`src/rtl/vec_pair_feeder_pkg.sv`:
```
// Shared definitions for the sum-of-squares operand path (feeder, ALU, accumulator):
// default widths, the FP zero word and the feeder FSM state encoding.
package vec_pair_feeder_pkg;

  localparam int DATA_W = 24;
  localparam int ADDR_W = 8;
  localparam int LEN_W  = 9;

  localparam logic [23:0] FP_ZERO = 24'h000000;

  localparam logic [2:0] ST_IDLE    = 3'd0;
  localparam logic [2:0] ST_RD_X    = 3'd1;
  localparam logic [2:0] ST_RD_Y    = 3'd2;
  localparam logic [2:0] ST_CAP_Y   = 3'd3;
  localparam logic [2:0] ST_PRESENT = 3'd4;
  localparam logic [2:0] ST_FIN     = 3'd5;

  typedef enum logic [2:0] {
    IDLE    = ST_IDLE,
    RD_X    = ST_RD_X,
    RD_Y    = ST_RD_Y,
    CAP_Y   = ST_CAP_Y,
    PRESENT = ST_PRESENT,
    FIN     = ST_FIN
  } state_t;

endpackage

```
`src/rtl/vec_feeder_stats.sv`:
```
// Per-vector transfer and stall counters for vec_pair_feeder (VEC_PAIR_FEEDER_STATS_EN builds only).
module vec_feeder_stats #(
  parameter int LEN_W = vec_pair_feeder_pkg::LEN_W
) (
  input  logic             clk,
  input  logic             rst_n,
  input  logic             clr,
  input  logic             xfer,
  input  logic             stall,
  output logic [LEN_W-1:0] stat_pairs,
  output logic [15:0]      stat_stalls
);

  // Counters restart on every accepted start; the stall count saturates.
  always_ff @(posedge clk or negedge rst_n) begin
    if (!rst_n) begin
      stat_pairs  <= '0;
      stat_stalls <= 16'h0000;
    end else if (clr) begin
      stat_pairs  <= '0;
      stat_stalls <= 16'h0000;
    end else begin
      if (xfer) begin
        stat_pairs <= stat_pairs + LEN_W'(1);
      end
      if (stall && (stat_stalls != 16'hFFFF)) begin
        stat_stalls <= stat_stalls + 16'd1;
      end
    end
  end

endmodule

```
`src/rtl/vec_pair_feeder.sv`:
```
// Reads a vector from sync-read element memory and presents it as (x, y) pairs with valid/ready.
// Optional stat_pairs/stat_stalls outputs are built when VEC_PAIR_FEEDER_STATS_EN is defined.
module vec_pair_feeder #(
  parameter int DATA_W = vec_pair_feeder_pkg::DATA_W,
  parameter int ADDR_W = vec_pair_feeder_pkg::ADDR_W,
  parameter int LEN_W  = vec_pair_feeder_pkg::LEN_W
) (
  input  logic              clk,
  input  logic              rst_n,
  input  logic              start,
  input  logic [ADDR_W-1:0] base_addr,
  input  logic [LEN_W-1:0]  length,
  output logic              mem_rd_en,
  output logic [ADDR_W-1:0] mem_addr,
  input  logic [DATA_W-1:0] mem_rdata,
  output logic [DATA_W-1:0] x,
  output logic [DATA_W-1:0] y,
  output logic              pair_valid,
  input  logic              pair_ready,
  output logic              pair_last,
  output logic              busy,
  output logic              done
`ifdef VEC_PAIR_FEEDER_STATS_EN
  ,
  output logic [LEN_W-1:0]  stat_pairs,
  output logic [15:0]       stat_stalls
`endif
);

  import vec_pair_feeder_pkg::*;

  state_t            state_r, state_s;
  logic [ADDR_W-1:0] base_r, base_s;
  logic [ADDR_W-1:0] idx_r, idx_s;
  logic [LEN_W-1:0]  rem_r, rem_s;
  logic [DATA_W-1:0] x_r, x_s, y_r, y_s;
  logic              valid_r, valid_s, last_r, last_s;
  logic              rd_en_r, rd_en_s;
  logic [ADDR_W-1:0] addr_r, addr_s;
  logic              busy_r, done_r;

  // Next-state and next-output logic; read strobes are decided one state early so they leave a flop.
  always_comb begin
    state_s = state_r;
    base_s  = base_r;
    idx_s   = idx_r;
    rem_s   = rem_r;
    x_s     = x_r;
    y_s     = y_r;
    valid_s = valid_r;
    last_s  = last_r;
    rd_en_s = 1'b0;
    addr_s  = addr_r;
    case (state_r)
      IDLE: begin
        if (start) begin
          base_s = base_addr;
          idx_s  = '0;
          rem_s  = length;
          if (length != '0) begin
            state_s = RD_X;
            rd_en_s = 1'b1;
            addr_s  = base_addr;
          end else begin
            state_s = FIN;
          end
        end else begin
          state_s = IDLE;
        end
      end
      RD_X: begin
        state_s = RD_Y;
        if (rem_r >= LEN_W'(2)) begin
          rd_en_s = 1'b1;
          addr_s  = base_r + idx_r + ADDR_W'(1);
        end else begin
          rd_en_s = 1'b0;
        end
      end
      RD_Y: begin
        x_s     = mem_rdata;
        state_s = CAP_Y;
      end
      CAP_Y: begin
        // A lone final element is padded with +0.0 so it adds nothing to the norm.
        y_s     = (rem_r >= LEN_W'(2)) ? mem_rdata : DATA_W'(FP_ZERO);
        last_s  = (rem_r <= LEN_W'(2));
        valid_s = 1'b1;
        state_s = PRESENT;
      end
      PRESENT: begin
        if (pair_ready) begin
          valid_s = 1'b0;
          idx_s   = idx_r + ADDR_W'(2);
          rem_s   = (rem_r >= LEN_W'(2)) ? (rem_r - LEN_W'(2)) : '0;
          if (last_r) begin
            state_s = FIN;
          end else begin
            state_s = RD_X;
            rd_en_s = 1'b1;
            addr_s  = base_r + idx_r + ADDR_W'(2);
          end
        end else begin
          state_s = PRESENT;
        end
      end
      FIN: begin
        state_s = IDLE;
      end
      default: begin
        state_s = IDLE;
      end
    endcase
  end

  // State and registered outputs; done trails the FIN cycle by one clock.
  always_ff @(posedge clk or negedge rst_n) begin
    if (!rst_n) begin
      state_r <= IDLE;
      base_r  <= '0;
      idx_r   <= '0;
      rem_r   <= '0;
      x_r     <= '0;
      y_r     <= '0;
      valid_r <= 1'b0;
      last_r  <= 1'b0;
      rd_en_r <= 1'b0;
      addr_r  <= '0;
      busy_r  <= 1'b0;
      done_r  <= 1'b0;
    end else begin
      state_r <= state_s;
      base_r  <= base_s;
      idx_r   <= idx_s;
      rem_r   <= rem_s;
      x_r     <= x_s;
      y_r     <= y_s;
      valid_r <= valid_s;
      last_r  <= last_s;
      rd_en_r <= rd_en_s;
      addr_r  <= addr_s;
      busy_r  <= (state_s != IDLE);
      done_r  <= (state_r == FIN);
    end
  end

  assign x          = x_r;
  assign y          = y_r;
  assign pair_valid = valid_r;
  assign pair_last  = last_r;
  assign mem_rd_en  = rd_en_r;
  assign mem_addr   = addr_r;
  assign busy       = busy_r;
  assign done       = done_r;

`ifdef VEC_PAIR_FEEDER_STATS_EN
  logic accept_s, xfer_s, stall_s;
  assign accept_s = (state_r == IDLE) && start;
  assign xfer_s   = (state_r == PRESENT) && pair_ready;
  assign stall_s  = (state_r == PRESENT) && !pair_ready;

  vec_feeder_stats #(.LEN_W(LEN_W)) u_stats (
    .clk         (clk),
    .rst_n       (rst_n),
    .clr         (accept_s),
    .xfer        (xfer_s),
    .stall       (stall_s),
    .stat_pairs  (stat_pairs),
    .stat_stalls (stat_stalls)
  );
`endif

endmodule

```
`config.mk`:
```
export PLATFORM = sky130hd
export DESIGN_NAME = vec_pair_feeder
export DESIGN_NICKNAME = d
export VERILOG_FILES = /design/src/rtl/vec_pair_feeder_pkg.sv /design/src/rtl/vec_feeder_stats.sv /design/src/rtl/vec_pair_feeder.sv
export SDC_FILE = /design/constraint.sdc
export NUM_CORES = 1
export LEC_CHECK = 0
export ABC_AREA = 0
export CORE_MARGIN = 2
export CORE_UTILIZATION = 40
export CTS_CLUSTER_DIAMETER = 30
export CTS_CLUSTER_SIZE = 25
export DETAILED_ROUTE_END_ITERATION = 8
export GPL_ROUTABILITY_DRIVEN = 0
export PLACE_DENSITY_LB_ADDON = 0.25
export SLEW_MARGIN = 40
export SYNTH_ARGS = -nofsm -noshare
export SYNTH_HDL_FRONTEND = slang
export SYNTH_HIERARCHICAL = 1
export SYNTH_SLANG_ARGS = --single-unit
```
`constraint.sdc`:
```
create_clock -name clk -period 3.2 [get_ports clk]
set_input_delay 0.48 -clock clk [delete_from_list [all_inputs] [get_ports clk]]
set_output_delay 0.48 -clock clk [all_outputs]
set_load 0.05 [all_outputs]
```
After elaboration in Yosys (flattened, before gate mapping)
Index checks and enable logic that the tools add are counted.

storage, ports and cells
  register bits after elaboration = 89
  bits in latches = 0
  bits in writable memories = 0
  bits in read-only memories = 0
  bits of input ports = 45
  output and inout bits = 61
  logic and storage cells = 66
  memories = 0

cells by class
  $add $sub $neg = 5
  multipliers = 0
  div/mod/pow operators = 0
  $lt $le $gt $ge = 2
  equality and inequality tests = 10
  shifts and indexed selects = 0
  multiplexer cells = 27
  bitwise gates (word level) = 0
  reductions and logical operators = 10

operators with widths
  operator                                                           count
  2-to-1 mux 8 bit                                                   7
  2-to-1 mux 9 bit                                                   3
  2-to-1 mux 24 bit                                                  1
  one-hot mux 8 bit (3 select lines)                                 1
  one-hot mux 9 bit (2 select lines)                                 1
  adder 8 x 2 -> 8 bit, second input constant                        2
  one-hot mux 8 bit (2 select lines)                                 1
  one-hot mux 3 bit (5 select lines)                                 1
  2-to-1 mux 3 bit                                                   4
  inequality test 2 bit, second input constant                       5
  greater-or-equal comparator 9 x 2 -> 1 bit, second input constant  1
  <= comparator 9 x 2 -> 1 bit, second input constant                1
  nonzero test 9 bit                                                 1
  subtractor 9 x 2 -> 9 bit, second input constant                   1
  adder 8 x 1 -> 8 bit, second input constant                        1
  adder 8 bit                                                        1
  == test 3 x 2 -> 1 bit, second input constant                      2
  == test 3 bit, second input constant                               2
  2-to-1 mux 1 bit                                                   6
  AND reduction 6 bit                                                1
  nonzero test 3 bit                                                 2
  AND reduction 2 bit                                                2
  nonzero test 2 bit                                                 2
  == test 3 x 1 -> 1 bit, second input constant                      1
  4 further kinds                                                    4

Depth between registers and ports, before layout
  depth in word-level cells = 5
  mapped depth = 10
  mapped depth without buffers = 10

Least setup slack after synthesis
No wires, ideal clock.

  path type = register to register
  start = register idx_r[1]
  end = register addr_r[7] (netlist: mem_addr[7])
  arrival = 2.222 ns
  path slack = 0.846 ns
  cell stages (with the launch flop) = 10
  buffers on the path = 0
  clock period less this slack = 2.354 ns
  cells stage by stage = dfrtp_1 > inv_1 > fa_1 > xnor2_1 > ha_1 > nand2_1 > nor4b_2 > xnor2_1 > a221oi_1 > a2bb2oi_1

between the ends
  cells in the longest elaborated chain, start to end = 5

ends and longest elaborated chain
  what                                  line                                           RTL
  start, declared                       vec_pair_feeder.sv:34                          logic [ADDR_W-1:0] idx_r, idx_s;
  start signal, assigned                vec_pair_feeder.sv:134                         idx_r <= idx_s;
  adder 8 bit *                         vec_pair_feeder.sv:75, vec_pair_feeder.sv:101
  adder 8 x 2 -> 8 bit                  vec_pair_feeder.sv:101                         addr_s = base_r + idx_r + ADDR_W'(2);
  2-to-1 mux 8 bit                      vec_pair_feeder.sv:96                          if (last_r) begin
  2-to-1 mux 8 bit                      vec_pair_feeder.sv:92                          if (pair_ready) begin
  one-hot mux 8 bit (3 select lines) *  vec_pair_feeder.sv:54                          case (state_r)
  end signal, assigned                  vec_pair_feeder.sv:141                         addr_r <= addr_s;
  end, declared                         vec_pair_feeder.sv:39                          logic [ADDR_W-1:0] addr_r, addr_s;

Mark *: on every way between the ends. The rest lies on a longest branch, timed or not. The select of a mux whose other input is x is not followed.
A chain may end at the register's enable or synchronous reset.

Worst setup path in the final report
Ends and elaborated chain as after synthesis.

==> flow_summary.yaml <==
setup_path:
  cpMaxStageDelayCell: "dfrtp_1"
  path_common_cell: "xnor2_1"
  end_kind: "register"
  crit_required_ns: 3.43
  crit_type: "register to register"
  worst_path_largest_cell_delay_ns: 0.44
  arrival_ns: 2.88
  r2r_cells: 9
  crit_path_start_kind: "register"
  worstPathMaxFanout: 6
  rrSetupSlack_ns: 0.55
  r2r-start: "idx_r[1]"
  cp_cell_sequence: "inv_1, fa_1, xnor2_1, ha_1, nand2_1, nor4b_2, xnor2_1, a221oi_1, a2bb2oi_1"
  r2r_end: "mem_addr[7]"
logic_synthesis:
  synthCells: 428
  synth_common_cells: "nand2_1 (91), dfrtp_1 (88), o21ai_0 (45)"
  ys_seq_elements: 88
  ys_top_cells_by_area: "dfrtp_1 (52%), nand2_1 (8.0%), mux2_2 (6.3%)"
  yosys_warnings: 6
  synth_nets: 484
  synth_edf_count: 0
  synthArstFlopShare: 1.000
  yosysTopAreaCellShare: 0.5160
  synth.most_common_cell: "nand2_1"
  synth_area_leader_cell: "dfrtp_1"
  seq_area_frac_synth: 0.5160
  yosysUniqueCellTypes: 58
  syn_area_per_cell_um2: 9.972
  synth_ff_type: "dfrtp_1"
  syn-cell-area_um2: 4268
clocking:
  holdBufCountCts: 0
  root_buffer: "clkbuf_8"
  clk_latency_ns: 0.35
  h-tree-depth: 3
  clk_pin_slew_ns: 0.09
  clock_path_buffers: 2
  post_cts_resized: 0
  cts.sinks: 88
  post_cts_buffers: 0
  cts_tree: "built"
  cts_buffers: 9
detailed_routing:
  vias: 3552
  drt_iter0_drc: 111
  drc: 0
  ant_nets: 0
  wl_um: 10560
  wl_per_cell_um: 15.62
  firstDrtPassIters: 4
  viasPerCell: 5.254
global_routing:
  grt_use_total: 0.1919
  antenna_found_initial: 0
  globalRouteOverflowTotal: 0
  grt_max_degree: 61
  grt_pass1_vias: 3621
  grt_pass1_wl_um: 17420
die:
  io_pins: 106
  core-area_um2: 10320
  die_w_um: 107.3
  start_util: 0.4134
  dieHeight_um: 107.3
  die-area_um2: 11510
  num_rows: 37
timing:
  finalWorstSetupSlack_ns: 0.5518
  slew_viol_final: 0
  finalHoldViolations: 0
  tightest_slew_ns: 0.5761
  finClkSkew_ns: 0.007589
  finalCritPeriodShare: 0.8276
  rsz0062_at_grt: "no"
  finalSetupViolations: 0
  final.setup.tns_ns: 0
  max_freq_mhz: 377.6
  relSlewSlack: 0.6159
  fin_crit_ns: 2.648
status:
  status: "complete, no violations"
pwr:
  ir_drop_uv: 830.8
  p_total_w: 0.006878
  power_leakage_nw: 2.452
  power.density_nw_per_um2: 1209
place:
  dpl.hpwl_um: 7682
  dp_slack_ns: 0.5712
  numPortBuffers: 105
worst_hold_path:
  min_path_type: "input pin to async pin"
layout:
  nets: 591
  diodes: 0
  drive_gt1_frac: 0.1130
  area_delta_synth_final_pct: 33.33
  utilization: 0.5512
job:
  drv_cap: 0
-- placed cells by master, fill, tap and decap left out, types with 6 or more instances in the layout --
cell type | Yosys | final
xor2_1 | 7 | 7
nor2_1 | 28 | 28
clkdlybuf4s50_1 | 0 | 104
ha_1 | 10 | 10
nor3_1 | 7 | 7
xnor2_1 | 7 | 7
a21oi_1 | 12 | 12
nand2_1 | 91 | 91
nand2b_1 | 6 | 6
o21ai_0 | 45 | 45
clkbuf_8 | 0 | 10
mux2_2 | 24 | 24
inv_1 | 8 | 8
dfrtp_1 | 88 | 88
buf_4 | 0 | 8
-- cells by family (layout without fill, tap and decap cells) --
logic type / Yosys count / after routing / share of synthesized area
xor+xnor: 15 / 15 / 0.03254
simple gates: 172 / 172 / 0.1970
flops: 88 / 88 / 0.5160
other cells: 1 / 1 / 0.0008787
fa+ha+maj: 11 / 11 / 0.03401
compound gates: 90 / 90 / 0.1308
mux: 25 / 25 / 0.06567
buf+inv: 26 / 138 / 0.02316
-- registers in the layout (all words and copies together), names as in the netlist --
signal and count:
state_r 3, done 1, y 24, mem_addr 8, rem_r 9, base_r 8, busy 1, mem_rd_en 1
idx_r 7, x 24, pair_last 1, pair_valid 1
-- area by class of cell --
cell class | instances | area, um2
clock buffers | 12 | 145.1
clock inverters | 4 | 53.80
fillers | 951 | 4633
inverters | 9 | 33.78
multi-input cells | 314 | 1973
flip-flops and latches | 88 | 2202
well taps | 136 | 170.2
repair buffers | 113 | 1112
-- worst max-delay path, delay by kind of cell (launching register included) --
kind / cells / cell delay (ns)
flops: 1 / 0.44
buf+inv: 1 / 0.09
fa+ha+maj: 2 / 0.68
xor+xnor: 2 / 0.46
compound gates: 2 / 0.36
simple gates: 2 / 0.49
-- worst max-delay path by stage --
| stage | startpoint | slack (ns) | endpoint |
|---|---|---|---|
| finish | idx_r[1] | 0.55 | mem_addr[7] |
| global route | idx_r[1] | 0.35 | mem_addr[7] |
| CTS | idx_r[1] | 0.57 | mem_addr[7] |
| detailed placement | idx_r[1] | 0.57 | mem_addr[7] |
| global placement | idx_r[1] | 0.70 | mem_addr[7] |
| floorplan | idx_r[1] | 0.85 | mem_addr[7] |
-- per-layer routing --
layer  vias up  part of all wire  wire length [um]  track usage
met2       107              0.49              5213       0.3287
met5         -                 0                 0            0
met4         0             0.014               143      0.05009
met1      1728              0.41              4341       0.2259
li1       1703                 -                 -            -
met3        14             0.082               862      0.07324
-- power by group --
| group | switching (W) | total [W] | internal, W |
|---|---|---|---|
| registers | 0.000350 | 0.00198 | 0.00163 |
| logic | 0.00262 | 0.00411 | 0.00150 |
| clock network | 0.000396 | 0.000781 | 0.000385 |
| total | 0.00336 | 0.00688 | 0.00352 |
-- stage by stage --
stage,hold WS (ns),cell area [um2],std cells
finish,0.08738,5690,676
CTS,0.2245,5687,676
global placement,0.4603,5487,660
detailed placement,0.4659,5488,660
global route,0.1121,5690,676
floorplan,0.1844,4268,428
Power figures use the tool's default switching activity.
